**config.mk**
```make
export PLATFORM = sky130hd
export DESIGN_NAME = btn_uart_send
export DESIGN_NICKNAME = d
export VERILOG_FILES = /design/src/rtl/btn_uart_send_pkg.sv /design/src/rtl/btn_debounce.sv /design/src/rtl/btn_uart_send.sv
export SDC_FILE = /design/constraint.sdc
export NUM_CORES = 1
export LEC_CHECK = 0
export BUFFER_PORTS_ARGS = -buffer_cell sky130_fd_sc_hd__buf_2
export CAP_MARGIN = 20
export CORE_ASPECT_RATIO = 1.4
export CORE_MARGIN = 2
export CORE_UTILIZATION = 54
export DETAILED_ROUTE_END_ITERATION = 12
export PLACE_DENSITY = 0.76
export SETUP_SLACK_MARGIN = 0.4
export SKIP_CTS_REPAIR_TIMING = 1
export SLEW_MARGIN = 10
export SYNTH_ARGS = -nofsm -noshare
export SYNTH_HDL_FRONTEND = slang
export SYNTH_SLANG_ARGS = --single-unit
export TNS_END_PERCENT = 50
```
**constraint.sdc**
```tcl
create_clock -name i_clk -period 1.66 [get_ports i_clk]
set_input_delay 0.498 -clock i_clk [delete_from_list [all_inputs] [get_ports i_clk]]
set_output_delay 0.498 -clock i_clk [all_outputs]
set_load 0.005 [all_outputs]
```
**src/rtl/btn_uart_send_pkg.sv**
```systemverilog
// Shared constants for the LED-toggle UART link: bit timing, frame bits, command codes
// and the sender FSM state type.
package btn_uart_send_pkg;

    localparam int unsigned UART_D     = 234;   // round(27 MHz / 115200)
    localparam int unsigned UART_L     = 8;     // holds UART_D-1
    localparam int unsigned DATA_BITS  = 8;
    localparam logic        START_BIT  = 1'b0;
    localparam logic        STOP_BIT   = 1'b1;
    localparam logic [7:0]  CMD_TOGGLE = 8'h01;

    typedef enum logic [1:0] {
        StIdle,
        StStart,
        StData,
        StStop
    } tx_state_e;

endpackage

```
**src/rtl/btn_debounce.sv**
```systemverilog
// Push-button front end: 2-flop synchronizer, polarity normalisation, counter debounce
// and a one-cycle pulse on each accepted press.
module btn_debounce #(
    parameter int unsigned DEBOUNCE = 270000,
    parameter int unsigned DB_W     = 19,
    parameter bit          BTN_LOW  = 1'b1
) (
    input  logic i_clk,
    input  logic i_rst_n,
    input  logic i_btn,
    output logic o_press
);

    logic            sync1_q, sync2_q;
    logic            btn_n;
    logic            stable_q, stable_d;
    logic [DB_W-1:0] cnt_q, cnt_d;
    logic            press_q;

    // Normalised so that 1 always means pressed.
    assign btn_n   = sync2_q ^ BTN_LOW;
    assign o_press = press_q;

    always_comb begin
        stable_d = stable_q;
        cnt_d    = '0;
        if (btn_n != stable_q) begin
            if (cnt_q == DB_W'(DEBOUNCE - 1)) begin
                stable_d = btn_n;
            end else begin
                cnt_d = cnt_q + 1'b1;
            end
        end
    end

    always_ff @(posedge i_clk) begin
        if (!i_rst_n) begin
            // Synchronizer starts at the released raw level so reset never looks like a press.
            sync1_q  <= BTN_LOW;
            sync2_q  <= BTN_LOW;
            stable_q <= 1'b0;
            cnt_q    <= '0;
            press_q  <= 1'b0;
        end else begin
            sync1_q  <= i_btn;
            sync2_q  <= sync1_q;
            stable_q <= stable_d;
            cnt_q    <= cnt_d;
            press_q  <= stable_d & ~stable_q;
        end
    end

endmodule

```
**src/rtl/btn_uart_send.sv**
```systemverilog
// Button-triggered UART sender: each accepted press transmits one 8N1 frame of CMD,
// with a single-deep pending flag for presses that arrive while a frame is on the line.
module btn_uart_send
    import btn_uart_send_pkg::*;
#(
    parameter int unsigned D        = UART_D,
    parameter int unsigned L        = UART_L,
    parameter logic [7:0]  CMD      = CMD_TOGGLE,
    parameter int unsigned DEBOUNCE = 270000,
    parameter int unsigned DB_W     = 19,
    parameter bit          BTN_LOW  = 1'b1
) (
    input  logic i_clk,
    input  logic i_rst_n,
    input  logic i_btn,
    output logic o_tx,
    output logic o_busy,
    output logic o_press
);

    tx_state_e  state_q, state_d;
    logic [L-1:0] wait_q, wait_d;
    logic [2:0] cnt_q, cnt_d;
    logic [7:0] shift_q, shift_d;
    logic       pending_q, pending_d;
    logic       press;
    logic       bit_done;

    btn_debounce #(
        .DEBOUNCE (DEBOUNCE),
        .DB_W     (DB_W),
        .BTN_LOW  (BTN_LOW)
    ) u_debounce (
        .i_clk   (i_clk),
        .i_rst_n (i_rst_n),
        .i_btn   (i_btn),
        .o_press (press)
    );

    assign o_press  = press;
    assign bit_done = (wait_q == L'(D - 1));

    always_comb begin
        state_d   = state_q;
        wait_d    = wait_q;
        cnt_d     = cnt_q;
        shift_d   = shift_q;
        pending_d = pending_q;
        o_tx      = STOP_BIT;
        o_busy    = 1'b1;

        // Presses during a frame collapse into one extra frame.
        if (press && state_q != StIdle) begin
            pending_d = 1'b1;
        end
        if (state_q != StIdle) begin
            wait_d = bit_done ? '0 : wait_q + 1'b1;
        end

        case (state_q)
            StIdle: begin
                o_busy = 1'b0;
                if (press || pending_q) begin
                    shift_d   = CMD;
                    pending_d = 1'b0;
                    wait_d    = '0;
                    state_d   = StStart;
                end
            end
            StStart: begin
                o_tx = START_BIT;
                if (bit_done) begin
                    cnt_d   = '0;
                    state_d = StData;
                end
            end
            StData: begin
                o_tx = shift_q[0];
                if (bit_done) begin
                    shift_d = shift_q >> 1;
                    if (cnt_q == 3'(DATA_BITS - 1)) begin
                        cnt_d   = '0;
                        state_d = StStop;
                    end else begin
                        cnt_d = cnt_q + 1'b1;
                    end
                end
            end
            StStop: begin
                o_tx = STOP_BIT;
                if (bit_done) begin
                    state_d = StIdle;
                end
            end
            default: state_d = StIdle;
        endcase
    end

    always_ff @(posedge i_clk) begin
        if (!i_rst_n) begin
            state_q   <= StIdle;
            wait_q    <= '0;
            cnt_q     <= '0;
            shift_q   <= '0;
            pending_q <= 1'b0;
        end else begin
            state_q   <= state_d;
            wait_q    <= wait_d;
            cnt_q     <= cnt_d;
            shift_q   <= shift_d;
            pending_q <= pending_d;
        end
    end

endmodule

```
==> results_dict.tcl <==
set metrics [dict create \
    worst_slack_ns -0.0133 \
    port_buffers 5 \
    synth_edf_count 0 \
    rsz0062_at_grt "yes" \
    first_pass_iters 4 \
    die_area_um2 3940 \
    ir_worst_vdd_v 0.00110 \
    syn_avg_cell_area_um2 8.65 \
    p_total_w 0.00175 \
    fillers 226 \
    worst-r2r-cell-count 6 \
    required_ns 1.16 \
    max_slew_margin_pct 75.9 \
    cts_made_buffers 5 \
    postLayoutCoreUtil_pct 76.6 \
    place_congestion 0.782 \
    drtIter0Drc 52 \
    setup_violations 1 \
    synthesis.area_um2 1860 \
    first_global_vias 1533 \
    max_cap_viol_count 0 \
    yosysMostFrequentCell "dfxtp_1" \
    drive_gt1_share_pct 41.5 \
    r2r_start "wait_q[1]$_SDFF_PN0_" \
    hold_depth 2 \
    synth_seq_cells 38 \
    cts.sinks 38 \
    post-route-min-period_ns 1.67 \
    core_um2 3350 \
    status "complete, but fails checks" \
    async_flop_share_pct 0 \
    synthDistinctLibCells 39 \
    dieHeight_um 73.4 \
    setup.worst_path.class "reg -> out" \
    report.final.hold_viol_count 0 \
    num_vias 1673 \
    clk_latency_ns 0.29 \
    htreeDepth 2 \
    place_hpwl_mm 2.69 \
    slew_viol_final 0 \
    fin_skew_ns 0.00874 \
    reg2reg_slack_ns 0.03 \
    start_kind "flip-flop" \
    p_leak_nw 0.851 \
    grt_usage_pct 21.9 \
    cp-end-kind "output pin" \
    nets 259 \
    fmax_mhz 598 \
    synth-main-ff-cell "dfxtp_1" \
    die_w_um 53.6 \
    rows 25 \
    grt_first_pass_wirelength_mm 6.34 \
    violations "setup timing" \
    wl_per_cell_um 15.6 \
    diodes 0 \
    grt_max_degree 14 \
    reg2reg_to "state_q[1]$_SDFFE_PN0P_" \
    finalNonFillerCells 288 \
    critical_path.max_fanout 4 \
    dp.cells 274 \
    clk_path_buf_depth 2 \
    min_period_over_period_pct 101 \
    hp-start "i_btn" \
    yosysTopAreaCellShare_pct 40.9 \
    syn_inst 215 \
    root_buffer "clkbuf_8" \
    initial_core_util_pct 55.6 \
    viasPerCell 5.81 \
    ant_nets 0 \
    clk_pin_slew_ns 0.08 \
    power.density_nw_per_um2 680 \
    yosys.area.top_type "dfxtp_1" \
    cts_tree "built" \
    io-pin-count 6 \
    cp.arrival_ns 1.18 \
    synth_common_cells "38 x dfxtp_1, 24 x nor2_1, 18 x nand3_1" \
    synthesis.nets 227 \
    min_path_type "in -> reg" \
    gr-total-overflow 0 \
    yosysSeqAreaShare_pct 40.9 \
    yosysWarnings 0 \
    synthTopCellsByArea "dfxtp_1 41%, ha_1 6.1%, xnor2_1 5.7%" \
    antenna_found_initial 0 \
    drc_errors 0 \
    wl_mm 4.50 \
    max_slew.worst_pin.slew_ns 0.357 \
    area_delta_synth_final_pct 38.0 \
    holdPathEnd "u_debounce.sync1_q$_SDFF_PN1_" \
]
-- where the power goes --
group | internal (W) | switching (W) | leakage [nW]
logic | 0.0000174 | 0.0000217 | 0.485
clock network | 0.000447 | 0.000351 | 0.0504
registers | 0.000905 | 0.00000381 | 0.316
total | 0.00137 | 0.000376 | 0.851
-- critical path, cell delays in order, from the launching register on --
cell and delay [ns]:
dfxtp_4 0.38, inv_2 0.06, ha_2 0.19, mux2i_1 0.12, buf_2 0.13
-- layout by cell type, fill, tap and decap left out, types with 3 or more instances in the layout --
cell       n
o21ai_0    5
clkbuf_8   5
or3_4      3
o21ai_1    3
nor2_1    16
nor2_2     4
xor2_1     3
buf_2      4
nor2_4     4
dfxtp_1   24
nand4_1    7
nor3_2     3
buf_6      6
nor3_1     3
o31ai_1    3
ha_1       3
or3_1      4
a21oi_2    3
ha_4       5
nand2_1   10
inv_1      8
and2_1     4
o21ai_2    4
nor4_2     4
buf_4     19
dfxtp_4    7
xnor2_1   12
nand3_1   16
dfxtp_2    7
a21boi_1   3
-- final cells by class --
type                    count  area [um^2]  area share [%]
multi-input cells         160         1310            51.1
flip-flops and latches     38          796            31.0
repair buffers             30          245            9.56
clock buffers               5         68.8            2.68
inverters                  12         50.0            1.95
well taps                  40         50.0            1.95
clock inverters             3         45.0            1.76
-- logic make-up (layout without fill, tap and decap cells) --
kind of cell / Yosys count / in the layout / synth area share (%)
mux: 2 / 2 / 1.08
simple gates: 97 / 97 / 27.5
xor+xnor: 15 / 15 / 7.07
compound gates: 37 / 37 / 13.5
flops: 38 / 38 / 40.9
buf+inv: 17 / 50 / 3.90
fa+ha+maj: 9 / 9 / 6.06
-- worst max-delay path by stage --
stage | start | to | slack [ns] | cells past startpoint
5_1_grt | state_q[1]$_SDFFE_PN0P_ | o_tx | -0.05 | 4
2_1_floorplan | wait_q[1]$_SDFF_PN0_ | state_q[0]$_SDFFE_PN0P_ | 0.07 | 7
6_report | state_q[1]$_SDFFE_PN0P_ | o_tx | -0.01 | 4
4_1_cts | state_q[1]$_SDFFE_PN0P_ | o_busy | -0.08 | 4
3_5_place_dp | wait_q[1]$_SDFF_PN0_ | state_q[1]$_SDFFE_PN0P_ | 0.02 | 6
3_3_place_gp | wait_q[0]$_SDFF_PN0_ | state_q[1]$_SDFFE_PN0P_ | 0.07 | 5
-- sequential cells by signal, summed over array words and instances, names as in the netlist --
name	flops
shift_q	1
cnt_q	3
u_debounce.sync2_q	1
u_debounce.cnt_q	19
wait_q	8
pending_q	1
state_q	2
u_debounce.o_press	1
u_debounce.stable_q	1
u_debounce.sync1_q	1
-- routing by layer --
metal	vias up	share of wire (%)	track usage, %
met4	0	2.4	9.69
li1	834	-	-
met2	39	56	39.9
met5	-	0	0
met3	14	3.1	4.88
met1	786	38	23.1
-- metrics by stage --
step	cell area, um^2	hold slack [ns]	TNS (ns)	worst slack (ns)
2_1_floorplan	1930	0.386	0	0.0720
3_3_place_gp	2110	0.400	0	0.0729
3_5_place_dp	2110	0.401	0	0.0224
4_1_cts	2220	0.374	-0.142	-0.0833
5_1_grt	2560	0.375	-0.0737	-0.0536
6_report	2560	0.377	-0.0133	-0.0133
Power figures use the tool's default switching activity.
